<file path="src/rtl/gray_step_ctrl.sv">
// gray_step_ctrl: clock-enable sequencer for an N-bit Gray counter.
// A debounced run button toggles between IDLE and free-running RUN. In RUN,
// clk_en pulses once every DIV cycles. A debounced step button issues a single
// enable while IDLE. tick_cnt counts every enable that is issued.
// Optional feature macro: GRAY_CHECK_EN. When it is defined, the code returned
// by the counter after each enable is checked for a single-bit change, and a
// violation latches err and blocks the sequencer until reset.
module gray_step_ctrl #(
  parameter int N         = 4,
  parameter int DIV       = 8,
  parameter int DB_CYCLES = 4
) (
  input  logic         clk,
  input  logic         rst,
  input  logic         btn_run,
  input  logic         btn_step,
  input  logic [N-1:0] gray_in,
  output logic         clk_en,
  output logic         running,
  output logic [7:0]   tick_cnt,
  output logic         err
);

  localparam int DBW = $clog2(DB_CYCLES + 1);
  localparam int PW  = (DIV > 2) ? $clog2(DIV) : 1;
  localparam logic [DBW-1:0] DB_MAX = DBW'(DB_CYCLES);
  localparam logic [PW-1:0]  P_TERM = PW'(DIV - 1);

  typedef enum logic [1:0] {
    IDLE = 2'd0,
    RUN  = 2'd1,
    STEP = 2'd2
  } state_t;

  state_t         state;
  logic [PW-1:0]  presc;
  logic [DBW-1:0] run_cnt;
  logic [DBW-1:0] step_cnt;
  logic           run_lvl;
  logic           step_lvl;
  logic           run_lvl_q;
  logic           step_lvl_q;
  logic           run_press;
  logic           step_press;
  logic           blocked;

  assign run_lvl  = (run_cnt == DB_MAX);
  assign step_lvl = (step_cnt == DB_MAX);

  // Debounce both buttons: count consecutive high samples, then emit one press pulse per rising level
  always_ff @(posedge clk) begin
    if (rst) begin
      run_cnt    <= '0;
      step_cnt   <= '0;
      run_lvl_q  <= 1'b0;
      step_lvl_q <= 1'b0;
      run_press  <= 1'b0;
      step_press <= 1'b0;
    end else begin
      if (!btn_run)
        run_cnt <= '0;
      else if (!run_lvl)
        run_cnt <= run_cnt + 1'b1;
      if (!btn_step)
        step_cnt <= '0;
      else if (!step_lvl)
        step_cnt <= step_cnt + 1'b1;
      run_lvl_q  <= run_lvl;
      step_lvl_q <= step_lvl;
      run_press  <= run_lvl & ~run_lvl_q;
      step_press <= step_lvl & ~step_lvl_q;
    end
  end

  // Sequencer FSM: mode changes, prescaler and the registered enable pulse
  always_ff @(posedge clk) begin
    if (rst) begin
      state   <= IDLE;
      presc   <= '0;
      clk_en  <= 1'b0;
      running <= 1'b0;
    end else begin
      clk_en <= 1'b0;
      if (blocked) begin
        state   <= IDLE;
        presc   <= '0;
        running <= 1'b0;
      end else begin
        case (state)
          IDLE: begin
            if (run_press) begin
              state   <= RUN;
              presc   <= '0;
              running <= 1'b1;
            end else if (step_press) begin
              state  <= STEP;
              clk_en <= 1'b1;
            end
          end
          RUN: begin
            if (run_press) begin
              state   <= IDLE;
              presc   <= '0;
              running <= 1'b0;
            end else begin
              presc  <= (presc == P_TERM) ? '0 : presc + 1'b1;
              clk_en <= (presc == P_TERM);
            end
          end
          STEP: begin
            state <= IDLE;
          end
          default: begin
            state   <= IDLE;
            presc   <= '0;
            running <= 1'b0;
          end
        endcase
      end
    end
  end

  // Count issued enables, wrapping naturally at 8 bits
  always_ff @(posedge clk) begin
    if (rst)
      tick_cnt <= '0;
    else if (clk_en)
      tick_cnt <= tick_cnt + 8'd1;
  end

`ifdef GRAY_CHECK_EN
  logic [N-1:0] gray_cap;
  logic         cmp_pend;

  assign blocked = err;

  // Capture the code during each enable, then check the next code differs in exactly one bit
  always_ff @(posedge clk) begin
    if (rst) begin
      gray_cap <= '0;
      cmp_pend <= 1'b0;
      err      <= 1'b0;
    end else begin
      cmp_pend <= clk_en;
      if (clk_en)
        gray_cap <= gray_in;
      if (cmp_pend && ($countones(gray_in ^ gray_cap) != 1))
        err <= 1'b1;
    end
  end
`else
  logic gray_unused;

  assign blocked     = 1'b0;
  assign err         = 1'b0;
  assign gray_unused = ^gray_in;
`endif

endmodule

</file>
<file path="config.mk">
export PLATFORM = sky130hd
export DESIGN_NAME = gray_step_ctrl
export DESIGN_NICKNAME = d
export VERILOG_FILES = /design/src/rtl/gray_step_ctrl.sv
export SDC_FILE = /design/constraint.sdc
export NUM_CORES = 1
export LEC_CHECK = 0
export ABC_AREA = 1
export CORE_ASPECT_RATIO = 0.5
export CORE_UTILIZATION = 33
export CTS_CLUSTER_SIZE = 12
export DETAILED_ROUTE_END_ITERATION = 8
export GPL_TIMING_DRIVEN = 0
export PLACE_DENSITY = 0.52
export SYNTH_ARGS = -nofsm -noshare
export SYNTH_HDL_FRONTEND = slang
export SYNTH_SLANG_ARGS = --single-unit
</file>
<file path="constraint.sdc">
create_clock -name clk -period 1.3 [get_ports clk]
set_input_delay 0.195 -clock clk [delete_from_list [all_inputs] [get_ports clk]]
set_output_delay 0.195 -clock clk [all_outputs]
set_load 0.005 [all_outputs]
</file>
==> flow_summary.toml <==
[placed_design]
dp.cells = 176
place.port_buffers = 13
hpwl_mm = 1.18
globalplace.congestion = 0.733

[sta]
slew_viol_final = 0
rsz0062_at_grt = "no"
finalHoldViolations = 0
finalSetupViolCount = 0
min_period_ns = 1.19
fmax_ghz = 0.839
fin_crit_sh = 0.917
setup_tns_ns = 0
fin_worst_skew_ns = 0.000499

[detailed_routing]
ant_nets = 0
drc = 0
finalWirelength_mm = 1.73
dr_total_vias = 820
via_per_inst = 4.36
post_drt_wl_per_cell_um = 9.20
drt_iter0_markers = 26
first_pass_iters = 4

[critical_path]
cp-end-kind = "flip-flop"
crit_chain = "buf_4, ha_1, nand3_1, nor2_2, nand3_1, nand2_1, nor2_1"
cpMostUsedCell = "nand3_1"
r2r-start = "tick_cnt[0]"
crit_start = "tick_cnt[0]"
arrival_ns = 1.36
critPathMaxStageDelay_ns = 0.33
cp_max_fo = 4
crit_type = "reg2reg"
cp_slowest_cell = "dfxtp_2"
crit_required_ns = 1.46
start_kind = "flip-flop"

[floorplan]
die_w_um = 80.7
core_area_sq_mm = 0.00277
chipHeight_um = 41.4
initial_core_util = 0.370
row_count = 13
io_pins = 19
die_area_sq_mm = 0.00334

[hold_path]
min_from = "run_lvl_q"
hold_path_class = "reg2reg"

[power_and_ir_drop]
intPower_uw = 1010
p_seq_frac = 0.605
power_frac_comb = 0.041
p_sw_uw = 273
p_per_area_mw_per_mm2 = 957
leakagePower_uw = 0.000697
swShare = 0.214
clkPwrFrac = 0.354
totalPowerFinal_uw = 1280
vdd_drop_max_v = 0.000453

[logic_synthesis]
ys_types = 21
yosysTopAreaCell = "dfxtp_1"
synth_edf_count = 0
syn_nets = 141
synth-seq-area-share = 0.490
yosys.area.top_type_share = 0.490
synth-seq-cells = 25
synthArstFlopShare = 0
synthFlopType = "dfxtp_1"
synth.area.top_cells = "dfxtp_1, ha_1, nand2_1"
yosysWarnings = 0
synth_area_sq_mm = 0.00102
synth_cells = 126
postSynthAreaPerCell_sq_um = 8.11

[grt]
grt_max_degree = 15
grt_pass1_vias = 646
grt_pass1_wl_mm = 2.84
grt_overflow = 0
grt_antenna_before_repair = 0
grt_use_total = 0.120

[finish]
drive_above_1_share = 0.185
final.fill_count = 282
diodes = 0
nNetsFinal = 167
stdcell_count = 188
area_growth_pct = 30.7
utilization = 0.483

[cts]
h-tree-depth = 1
clock_latency_ns = 0.26
cts_root_buf = "clkbuf_8"
cts_buffer_depth = 2
clk_pin_slew_worst_paths_ns = 0.09
cts.sinks = 25
postCtsHoldBufs = 0
cts_buffers = 3
cts_tree = "yes"

[flow_run]
drv_cap = 0

[status]
status = "complete, no violations"
==> synthesized netlist by cell type, drive strengths merged (2+ instances only) <==
library cell,instances
dfxtp,25
inv,14
o21ai,6
nor3,3
a21oi,17
nand2,24
nand3,4
nor2,17
ha,7
xnor2,2
==> logic make-up after synthesis <==
family	Yosys count	synth area share
and+or+nand+nor	50	0.218
DFF	25	0.490
AOI/OAI and AO/OA	24	0.120
buffers and inverters	17	0.0661
adders and majority gates	7	0.0857
xor gates and xnor gates	2	0.0171
other	1	0.00367
==> stage by stage <==
| step | hold WS [ns] | setup slack [ns] | cell area, sq um |
|---|---|---|---|
| 6_report | 0.393 | 0.108 | 1340 |
| 5_1_grt | 0.412 | 0.00103 | 1340 |
| 3_3_place_gp | 0.376 | -0.156 | 1200 |
| 4_1_cts | 0.396 | 0.000420 | 1320 |
| 3_5_place_dp | 0.383 | -0.160 | 1200 |
| 2_1_floorplan | 0.342 | 0.206 | 1020 |
==> timing repair <==
| action | 4_1_cts | 5_1_grt |
|---|---|---|
| setup endpoints to repair | 10 | 8 |
| gates resized for setup | 15 | 7 |
| pin swaps | 0 | 0 |
| setup buffers | 8 | 0 |
==> cell usage in the layout, fill, tap and decap left out, drive strengths merged <==
master and count:
conb 1, a21oi 17, nand2 24, dfxtp 25
nand3b 1, inv 14, nand3 4, ha 7
nor3 3, o21ai 6, dlygate4sd2 3, xnor2 2
nand4 1, nor2 17, clkinv 2, clkbuf 4
clkdlybuf4s50 3, dlymetal6s2s 7, a211oi 1, buf 9
==> power groups by stage <==
stage / registers [uW] / logic [uW] / clock network (uW)
floorplan: 795 / 34.3 / 0
global placement: 796 / 51.6 / 0
detailed placement: 796 / 52.3 / 0
CTS: 774 / 52.7 / 477
global route: 775 / 62.8 / 515
finish: 774 / 51.8 / 453
==> final cells by class <==
class | instances | area, sq um | area share
clock buffers | 3 | 41.3 | 0.0309
repair buffers | 21 | 204 | 0.153
well taps | 37 | 46.3 | 0.0346
clock inverters | 1 | 5.00 | 0.00375
multi-input cells | 84 | 454 | 0.340
plain buffers | 2 | 11.3 | 0.00843
flip-flops and latches | 25 | 518 | 0.388
inverters | 15 | 56.3 | 0.0421
==> metal layers <==
| layer | global-route usage | part of all wire | routed length, um | up-vias |
|---|---|---|---|---|
| met5 | 0 | 0 | 0 | - |
| met4 | 0.0268 | 0.012 | 20 | 0 |
| met3 | 0.0522 | 0.039 | 67 | 2 |
| met2 | 0.208 | 0.42 | 722 | 11 |
| met1 | 0.145 | 0.53 | 920 | 349 |
| li1 | - | - | - | 458 |
==> worst paths after layout <==
kind	end	slack (ns)	cells past startpoint
setup / recovery	tick_cnt[6]	0.11	7
hold / removal	run_press	0.39	1
setup reg to reg	tick_cnt[6]	0.11	7
hold reg to reg	run_press	0.39	1
==> sequential cells by signal, indices dropped and copies added (netlist names) <==
name,cells
state,2
run_lvl_q,1
step_lvl_q,1
tick_cnt,8
run_cnt,3
step_cnt,3
step_press,1
presc,3
clk_en,1
run_press,1
running,1
==> worst max-delay path: cells and delay by family, from the launching register on <==
kind	cells	cell delay, ns
and+or+nand+nor	5	0.48
DFF	1	0.33
adders and majority gates	1	0.16
buffers and inverters	1	0.12
Note: power is estimated with default switching activity, not from simulation.
